--- src/rtl/lsu_pkg.sv ---
// lsu_pkg: FSM states, funct3 width codes and default timeout shared by the load/store unit.
package lsu_pkg;
  typedef enum logic [1:0] {ST_IDLE, ST_REQ, ST_WAIT, ST_DONE} lsu_state_e;
  localparam logic [2:0] F3_B  = 3'b000;
  localparam logic [2:0] F3_H  = 3'b001;
  localparam logic [2:0] F3_W  = 3'b010;
  localparam logic [2:0] F3_BU = 3'b100;
  localparam logic [2:0] F3_HU = 3'b101;
  localparam logic [1:0] WID_B = 2'd0;
  localparam logic [1:0] WID_H = 2'd1;
  localparam logic [1:0] WID_W = 2'd2;
  localparam int unsigned LSU_TIMEOUT_DEFAULT = 256;
  // Unsupported codes (011, 110, 111) fall through to a word access.
  function automatic logic [1:0] lsu_width(input logic [2:0] f3);
    return f3 == F3_W ? WID_W :
           (f3 == F3_B || f3 == F3_BU) ? WID_B :
           (f3 == F3_H || f3 == F3_HU) ? WID_H : WID_W;
  endfunction
endpackage

--- src/rtl/lsu_align.sv ---
// lsu_align: byte enables, lane-replicated store data and shifted load data for one access.
module lsu_align
  import lsu_pkg::*;
(
  input  logic [2:0]  funct3_i,
  input  logic [1:0]  off_i,
  input  logic [31:0] wdata_i,
  input  logic [31:0] rdata_i,
  output logic [3:0]  be_o,
  output logic [31:0] wdata_o,
  output logic [31:0] rdata_o
);
  logic [1:0] wid;
  assign wid = lsu_width(funct3_i);
  always_comb begin
    be_o    = wid == WID_W ? 4'b1111 : wid == WID_H ? (off_i[1] ? 4'b1100 : 4'b0011) : 4'b0001 << off_i;
    wdata_o = wid == WID_W ? wdata_i : wid == WID_H ? {2{wdata_i[15:0]}} : {4{wdata_i[7:0]}};
    rdata_o = rdata_i >> {off_i, 3'b000};
  end
endmodule

--- src/rtl/load_store_unit.sv ---
// load_store_unit: single-outstanding load/store bus master with timeout.
// Define MISALIGN_TRAP_EN to trap misaligned accesses instead of masking the address.
module load_store_unit
  import lsu_pkg::*;
#(
  parameter int unsigned TIMEOUT_CYCLES = LSU_TIMEOUT_DEFAULT
) (
  input  logic        clk,
  input  logic        reset,
  input  logic        req_valid,
  input  logic        req_we,
  input  logic [2:0]  funct3,
  input  logic [31:0] addr,
  input  logic [31:0] wdata,
  output logic        stall,
  output logic [31:0] rdata,
  output logic        done,
  output logic        bus_err,
  output logic        misalign,
  output logic        mem_req,
  output logic        mem_we,
  output logic [31:0] mem_addr,
  output logic [3:0]  mem_be,
  output logic [31:0] mem_wdata,
  input  logic        mem_gnt,
  input  logic        mem_rvalid,
  input  logic [31:0] mem_rdata
);
  lsu_state_e  state_q, state_d;
  logic [31:0] cnt_q, cnt_d, rdata_q, rdata_d, addr_q, addr_d, wdata_q, wdata_d;
  logic [31:0] wdata_rep, rdata_sh;
  logic [3:0]  be_q, be_d, be;
  logic        we_q, we_d, err_q, err_d, mis_q, mis_d, trap, timeout;
  logic [1:0]  wid, off;
  assign wid = lsu_width(funct3);
  assign off = wid == WID_W ? 2'b00 : wid == WID_H ? {addr[1], 1'b0} : addr[1:0];
`ifdef MISALIGN_TRAP_EN
  assign trap = (wid == WID_H && addr[0]) || (wid == WID_W && addr[1:0] != 2'b00);
`else
  assign trap = 1'b0;
`endif
  assign timeout = cnt_q >= TIMEOUT_CYCLES - 1;
  lsu_align u_align (
    .funct3_i(funct3),
    .off_i   (off),
    .wdata_i (wdata),
    .rdata_i (mem_rdata),
    .be_o    (be),
    .wdata_o (wdata_rep),
    .rdata_o (rdata_sh)
  );
  always_ff @(posedge clk) begin
    if (reset) begin
      state_q <= ST_IDLE;
      cnt_q   <= '0;
      rdata_q <= '0;
      addr_q  <= '0;
      wdata_q <= '0;
      be_q    <= '0;
      we_q    <= 1'b0;
      err_q   <= 1'b0;
      mis_q   <= 1'b0;
    end else begin
      state_q <= state_d;
      cnt_q   <= cnt_d;
      rdata_q <= rdata_d;
      addr_q  <= addr_d;
      wdata_q <= wdata_d;
      be_q    <= be_d;
      we_q    <= we_d;
      err_q   <= err_d;
      mis_q   <= mis_d;
    end
  end
  always_comb begin
    state_d = state_q;
    cnt_d   = cnt_q;
    rdata_d = rdata_q;
    addr_d  = addr_q;
    wdata_d = wdata_q;
    be_d    = be_q;
    we_d    = we_q;
    err_d   = err_q;
    mis_d   = mis_q;
    case (state_q)
      ST_IDLE: if (req_valid) begin
        state_d = trap ? ST_DONE : ST_REQ;
        cnt_d   = '0;
        err_d   = 1'b0;
        mis_d   = trap;
        if (!trap) begin
          addr_d  = {addr[31:2], 2'b00};
          be_d    = be;
          wdata_d = wdata_rep;
          we_d    = req_we;
        end
      end
      ST_REQ: begin
        cnt_d = cnt_q + 32'd1;
        if (mem_gnt && mem_rvalid) begin
          state_d = ST_DONE;
          rdata_d = we_q ? rdata_q : rdata_sh;
        end else if (mem_gnt) begin
          state_d = ST_WAIT;
        end else if (timeout) begin
          state_d = ST_DONE;
          err_d   = 1'b1;
        end
      end
      ST_WAIT: begin
        cnt_d = cnt_q + 32'd1;
        if (mem_rvalid) begin
          state_d = ST_DONE;
          rdata_d = we_q ? rdata_q : rdata_sh;
        end else if (timeout) begin
          state_d = ST_DONE;
          err_d   = 1'b1;
        end
      end
      default: state_d = ST_IDLE;
    endcase
  end
  assign stall     = state_q == ST_REQ || state_q == ST_WAIT || (state_q == ST_IDLE && req_valid);
  assign done      = state_q == ST_DONE;
  assign bus_err   = done && err_q;
  assign misalign  = done && mis_q;
  assign mem_req   = state_q == ST_REQ;
  assign mem_we    = we_q;
  assign mem_addr  = addr_q;
  assign mem_be    = be_q;
  assign mem_wdata = wdata_q;
  assign rdata     = rdata_q;
endmodule

--- config.mk ---
export PLATFORM = sky130hd
export DESIGN_NAME = load_store_unit
export DESIGN_NICKNAME = d
export VERILOG_FILES = /design/src/rtl/lsu_pkg.sv /design/src/rtl/lsu_align.sv /design/src/rtl/load_store_unit.sv
export SDC_FILE = /design/constraint.sdc
export NUM_CORES = 1
export LEC_CHECK = 0
export ABC_AREA = 1
export CORE_UTILIZATION = 42
export DETAILED_ROUTE_END_ITERATION = 12
export HOLD_SLACK_MARGIN = 0.03
export PLACE_DENSITY = 0.76
export SETUP_SLACK_MARGIN = 0.02
export SYNTH_ARGS = -nofsm -noshare
export SYNTH_HDL_FRONTEND = slang
export SYNTH_HIERARCHICAL = 1
export SYNTH_SLANG_ARGS = --single-unit
--- constraint.sdc ---
create_clock -name clk -period 1.9 [get_ports clk]
set_clock_uncertainty 0.2 [all_clocks]
set_input_delay 0.38 -clock clk [delete_from_list [all_inputs] [get_ports clk]]
set_output_delay 0.38 -clock clk [all_outputs]
set_load 0.03 [all_outputs]
==> impl_metrics.tcl, run 1 <==
set metrics [dict create \
    status "finished with violations" \
    violations "negative setup slack" \
    clockBufferDepth 2 \
    synth_top_cell_by_area "dfxtp_1" \
    hpwl_um 14300 \
    vias 7479 \
    die_w_um 128 \
    reg2reg_slack_ns -0.16 \
    critPathCapture "stall" \
    cts_sinks 134 \
    synth_common_cells "206 x nor2_1, 198 x nand2_1, 134 x dfxtp_1" \
    grt_setup_unrepaired "true" \
    worstHoldStart "rdata[1]$_SDFFE_PP0P_" \
    globalplace.congestion 0.921 \
    nets 1380 \
    hold_viol 0 \
    synth_top_area_share_pct 40.3 \
    grtUsageTotal_pct 25.0 \
    avgRoutedWirePerCell_um 14.5 \
    post-route-util_pct 69.5 \
    async_flop_share_pct 0 \
    worstPathCellList "inv_2 -> ha_4 -> buf_6 -> nand2_4 -> inv_2 -> or2_4 -> buf_6" \
    fin_hold_ws_ns 0.238 \
    wl_um 21600 \
    yosys.cell_types.count 39 \
    total_power_w 0.00938 \
    numPortBuffers 206 \
    vias_per_cell 5.01 \
    max_clock_freq_ghz 0.476 \
    critPathMaxStageDelay_ns 0.35 \
    post-synth-top-count-cell "nor2_1" \
    drtAntennaViolNets 0 \
    synth_area_sq_um 6660 \
    switchingPower_w 0.00298 \
    p_per_area_nw_per_um2 882 \
    seqPwrFrac_pct 34.4 \
    cp_top_family "flip-flops" \
    swShare_pct 31.7 \
    clkTransAtPathRegs_ns 0.06 \
    die-area_sq_um 16400 \
    power_frac_comb_pct 30.3 \
    critPathKind "reg -> out" \
    r2r-end "cnt_q[5]$_SDFFE_PP0P_" \
    ioPinCount 211 \
    synth_flop_cell "dfxtp_1" \
    min_period_over_period_pct 111 \
    setup_ws_ns -0.203 \
    cellLeakagePower_nw 5.00 \
    grt_pass1_wl_um 32500 \
    cts_root_buffer "clkbuf_16" \
    nFillCells 1264 \
    hold_class "reg -> reg" \
    fp.coreArea_sq_um 15300 \
    ys_seq_area_share_pct 40.3 \
    area_delta_synth_final_pct 59.7 \
    antenna_found_initial 0 \
    synth_edf_count 0 \
    crit-reg2reg-launch "state_q[1]$_SDFFE_PP0P_" \
    cp.required_ns 1.32 \
    crit_path_start_kind "flip-flop" \
    ys_ff_latch 134 \
    maxCapViolCount 0 \
    path_buf_inv 4 \
    crit_path_end_kind "output port" \
    grt-ovfl-total 0 \
    syn_inst 1014 \
    intPower_w 0.00640 \
    crit_start "state_q[1]$_SDFFE_PP0P_" \
    cts_inserted_buffers 17 \
    fin_crit_ns 2.10 \
    die_h_um 128 \
    cts_tree "done" \
    syn_area_per_cell_sq_um 6.57 \
    synthesis.yosys.warnings 6 \
    htreeDepth 4 \
    cts_hold_buf 0 \
    first_pass_iters 5 \
    insertion_delay_ns 0.42 \
    first_global_vias 6854 \
    drive_gt1_share_pct 19.5 \
    crit_path_top_delay_cell "dfxtp_2" \
    initial_core_util_pct 43.5 \
    cp_data_arrival_time_ns 1.52 \
    worst-path-stages 7 \
    n_antenna_cell 0 \
    setup_viol 43 \
    clockPowerShare_pct 35.3 \
    reg2reg_depth 14 \
    num_rows 45 \
    yosys-top-cells-area "dfxtp_1 40%, nor2_1 12%, nand2_1 11%, o21ai_0 8.3%, inv_1 5.9%" \
    drc 0 \
    slew_violations 0 \
    drt_iter0_drc 478 \
    cp_max_fo 2 \
    grt_max_degree 55 \
    peakVddDrop_mv 0.702 \
]
power groups by stage:
| stage | sequential (W) | clock (W) | combinational [W] |
|---|---|---|---|
| after floorplan | 0.00379 | 0 | 0.000865 |
| after global placement | 0.00327 | 0 | 0.00252 |
| after detailed placement | 0.00328 | 0 | 0.00255 |
| after global routing | 0.00325 | 0.00350 | 0.00304 |
| after CTS | 0.00322 | 0.00336 | 0.00254 |
| final | 0.00322 | 0.00331 | 0.00284 |
per-layer routing:
layer / vias up / share of wire [%] / GRT usage [%]
li1: 3713 / - / -
met1: 3461 / 41 / 30.7
met2: 266 / 50 / 42.0
met3: 39 / 5.7 / 6.18
met4: 0 / 3.0 / 10.1
met5: - / 0 / 0
worst register-to-register path, cell delays in order (launching register included):
cell and delay, ns:
dfxtp_2 0.35, inv_2 0.05, ha_4 0.15, buf_4 0.13, inv_4 0.05, nor2_4 0.04
nor2_4 0.13, clkinv_4 0.11, buf_12 0.14, nor2_4 0.11, buf_4 0.13, inv_1 0.06
nor2_2 0.10, xnor2_1 0.13, nor2_1 0.05
cells in the final DEF (no fill, tap or decap), types with 2 or more instances in the layout:
| cell | count |
|---|---|
| clkbuf_1 | 3 |
| clkbuf_8 | 2 |
| inv_2 | 8 |
| inv_4 | 3 |
| buf_8 | 6 |
| clkbuf_16 | 20 |
| dlygate4sd2_1 | 99 |
| nand3_1 | 74 |
| o21a_1 | 3 |
| nand4_1 | 9 |
| clkinv_2 | 4 |
| buf_12 | 16 |
| nor2_2 | 8 |
| nor3_2 | 2 |
| dfxtp_2 | 2 |
| a21oi_1 | 33 |
| dfxtp_1 | 132 |
| ha_4 | 3 |
| o21ai_0 | 66 |
| nand3_2 | 3 |
| nor3_1 | 12 |
| nand2_1 | 183 |
| nor2_1 | 195 |
| o21ai_2 | 31 |
| clkdlybuf4s50_1 | 102 |
| inv_1 | 98 |
| nand2_2 | 20 |
| nor2_4 | 10 |
| clkinv_4 | 3 |
| buf_4 | 48 |
| nand2_4 | 6 |
| ha_1 | 2 |
| buf_6 | 18 |
| o21ai_1 | 12 |
| bufinv_16 | 3 |
| o21ai_4 | 6 |
| a21oi_2 | 17 |
| conb_1 | 3 |
cell type report:
| cell class | count | area, sq um | area share, % |
|---|---|---|---|
| Multi-Input combinational cell | 710 | 3680 | 34.6 |
| Clock buffer | 22 | 464 | 4.36 |
| Tap cell | 211 | 264 | 2.48 |
| Sequential cell | 134 | 2690 | 25.2 |
| Timing Repair Buffer | 294 | 2980 | 28.0 |
| Clock inverter | 8 | 125 | 1.18 |
| Inverter | 113 | 444 | 4.18 |
state kept, by name, indices dropped and copies added (netlist names):
name / flops
cnt_q: 32
err_q: 1
mem_addr: 30
mem_be: 4
mem_wdata: 32
mem_we: 1
rdata: 32
state_q: 2
through the flow:
stage	worst slack [ns]	area [sq um]	instances	setup TNS, ns
2_1_floorplan	0.0424	6670	1016	0
3_3_place_gp	-0.310	9310	1438	-19.93
3_5_place_dp	-0.341	9310	1438	-21.98
4_1_cts	-0.201	10100	1478	-0.566
5_1_grt	-0.250	10600	1492	-6.11
6_report	-0.203	10600	1492	-2.48
kinds of logic (layout without fill, tap and decap cells):
family	Yosys count	count (layout)	share of synthesized area, %
flip-flops	134	134	40.3
adder cells (fa/ha/maj)	5	5	0.939
AND/OR/NAND/NOR	530	530	33.6
buffers and inverters	172	437	11.6
AO/OA/AOI/OAI	171	171	13.4
other	1	3	0.0563
XOR/XNOR	1	1	0.132
how the worst min path moves through the flow:
stage	to	slack, ns	depth (start not counted)
floorplan	cnt_q[6]$_SDFFE_PP0P_	0.23	2
global placement	rdata[4]$_SDFFE_PP0P_	0.23	2
detailed placement	rdata[6]$_SDFFE_PP0P_	0.24	2
CTS	rdata[1]$_SDFFE_PP0P_	0.24	2
global route	rdata[17]$_SDFFE_PP0P_	0.26	2
finish	rdata[1]$_SDFFE_PP0P_	0.24	2
what timing repair did:
item / CTS / global route
resized for setup: 166 / 132
setup buffers: 9 / 9
gates cloned: 1 / 6
pin swaps: 7 / 18
hold endpoints to repair: 0 / 0
setup endpoints to repair: 111 / 79
(Power assumes the default switching activity.)
==> inputs of run 2 (changes only) <==
--- a/config.mk
+++ b/config.mk
@@ -11,6 +11,7 @@
 export HOLD_SLACK_MARGIN = 0.03
 export PLACE_DENSITY = 0.76
 export SETUP_SLACK_MARGIN = 0.02
+export SKIP_LAST_GASP = 1
 export SYNTH_ARGS = -nofsm -noshare
 export SYNTH_HDL_FRONTEND = slang
 export SYNTH_HIERARCHICAL = 1
==> run 2 against run 1 <==
Against the previous run:
- the run still ends with negative setup slack left
- die area is the same
- critical path depth is the same
- register-to-register slack is essentially flat
- core utilization shrank 0.56 points
- hold slack gained 0.0020 ns
- wire length shrank 0.25%
==> impl_metrics.tcl, run 2 (same netlist as run 1, synthesis figures left out) <==
set metrics [dict create \
    initial_core_util_pct 43.5 \
    fin_crit_ns 2.09 \
    hold_class "reg -> reg" \
    first_global_vias 6887 \
    crit_path_end_kind "output port" \
    cts_root_buffer "clkbuf_16" \
    mostFrequentLayoutCell "nor2_1" \
    slew_violations 0 \
    fin_hold_ws_ns 0.240 \
    area_delta_synth_final_pct 58.4 \
    fp.coreArea_sq_um 15300 \
    final-seq-area_sq_um 2690 \
    drtAntennaViolNets 0 \
    cp_data_arrival_time_ns 1.51 \
    ioPinCount 211 \
    num_rows 45 \
    hold_viol 0 \
    p_per_area_nw_per_um2 884 \
    setup_viol 30 \
    cp.required_ns 1.32 \
    reg2reg_depth 15 \
    cp_max_fo 2 \
    setup_ws_ns -0.192 \
    nets 1381 \
    post-route-util_pct 68.9 \
    peakVddDrop_mv 0.701 \
    antenna_found_initial 0 \
    first_pass_iters 5 \
    cts_tree "done" \
    vias 7506 \
    min_period_over_period_pct 110 \
    cts_sinks 134 \
    hpwl_um 14300 \
    dpl_worst_slack_ns -0.341 \
    die_w_um 128 \
    insertion_delay_ns 0.42 \
    wl_um 21500 \
    multi_input_area_sq_um 3620 \
    grtUsageTotal_pct 24.9 \
    grt-ovfl-total 0 \
    grt_setup_unrepaired "true" \
    max_clock_freq_ghz 0.478 \
    critPathCapture "stall" \
    final_cells 1493 \
    critPathKind "reg -> out" \
    vias_per_cell 5.03 \
    cts_inserted_buffers 17 \
    drt_iter0_drc 441 \
    reg2reg_slack_ns -0.15 \
    total_power_w 0.00933 \
    crit_path_start_kind "flip-flop" \
    r2r-end "cnt_q[9]$_SDFFE_PP0P_" \
    crit-reg2reg-launch "state_q[1]$_SDFFE_PP0P_" \
    grt_max_degree 55 \
    violations "negative setup slack" \
    htreeDepth 4 \
    die-area_sq_um 16400 \
    status "finished with violations" \
    globalplace.congestion 0.921 \
    nFillCells 1273 \
    numPortBuffers 206 \
    crit_start "state_q[1]$_SDFFE_PP0P_" \
    clockBufferDepth 2 \
    layout_common_cells "196 x nor2_1, 191 x nand2_1, 130 x dfxtp_1, 102 x clkdlybuf4s50_1, 99 x dlygate4sd2_1" \
    drive_gt1_share_pct 18.3 \
    die_h_um 128 \
    dp.cells 1438 \
    cellLeakagePower_nw 4.98 \
    grt_pass1_wl_um 32500 \
    clkTransAtPathRegs_ns 0.06 \
    drc 0 \
    n_antenna_cell 0 \
    maxCapViolCount 0 \
    avgRoutedWirePerCell_um 14.4 \
]
-- run 2: cell types whose count changed in the layout (fill, tap and decap cells not counted), moves of 3 or more --
| cell | previous run | this run |
|---|---|---|
| o21ai_0 | 66 | 75 |
| nand2_1 | 183 | 191 |
| nand2_2 | 20 | 12 |
| o21ai_2 | 31 | 26 |
| a21oi_1 | 33 | 36 |
| a21oi_2 | 17 | 14 |
| o21ai_4 | 6 | 3 |
-- run 2: area by class of cell --
type | count | share of cell area [%]
well taps | 211 | 2.50
clock buffers | 22 | 4.40
flip-flops and latches | 134 | 25.5
inverters | 113 | 4.19
clock inverters | 8 | 1.19
multi-input cells | 710 | 34.3
repair buffers | 295 | 28.0
-- run 2: worst min-delay path by stage --
stage | start | to | slack (ns) | depth (start not counted)
2_1_floorplan | cnt_q[6]$_SDFFE_PP0P_ | cnt_q[6]$_SDFFE_PP0P_ | 0.23 | 2
3_3_place_gp | rdata[4]$_SDFFE_PP0P_ | rdata[4]$_SDFFE_PP0P_ | 0.23 | 2
3_5_place_dp | rdata[6]$_SDFFE_PP0P_ | rdata[6]$_SDFFE_PP0P_ | 0.24 | 2
4_1_cts | rdata[1]$_SDFFE_PP0P_ | rdata[1]$_SDFFE_PP0P_ | 0.24 | 2
5_1_grt | rdata[7]$_SDFFE_PP0P_ | rdata[7]$_SDFFE_PP0P_ | 0.26 | 2
6_report | rdata[31]$_SDFFE_PP0P_ | rdata[31]$_SDFFE_PP0P_ | 0.24 | 2
-- run 2: report_power, final --
group	internal [W]	leakage, nW	switching [W]
Combinational	0.00117	3.59	0.00162
Clock	0.00212	0.286	0.00120
Sequential	0.00309	1.10	0.000140
Total	0.00637	4.98	0.00296
-- run 2: repair_timing --
item | 4_1_cts | 5_1_grt
hold buffers | 0 | 0
resized for setup | 139 | 127
gates cloned | 1 | 6
pin swaps | 4 | 21
setup endpoints to repair | 111 | 79
hold endpoints to repair | 0 | 0
setup buffers | 9 | 11
-- run 2: per-stage QoR --
step	TNS (ns)	cell area (sq um)
finish	-1.79	10600
global route	-5.10	10600
CTS	-1.03	10000
detailed placement	-21.98	9310
global placement	-19.93	9310
floorplan	0	6670
-- run 2: critical path, cell delays in order (launching register included) --
cell and delay, ns:
dfxtp_2 0.34, inv_2 0.05, ha_4 0.15, buf_6 0.12
nand2_4 0.05, inv_2 0.03, or2_4 0.22, buf_6 0.13
-- run 2: per-layer routing --
metal,vias up,wire [um],global-route usage (%)
met2,264,10500,41.8
met5,-,0,0
met4,0,697,10.4
met3,47,1360,5.80
li1,3712,-,-
met1,3483,9010,30.5
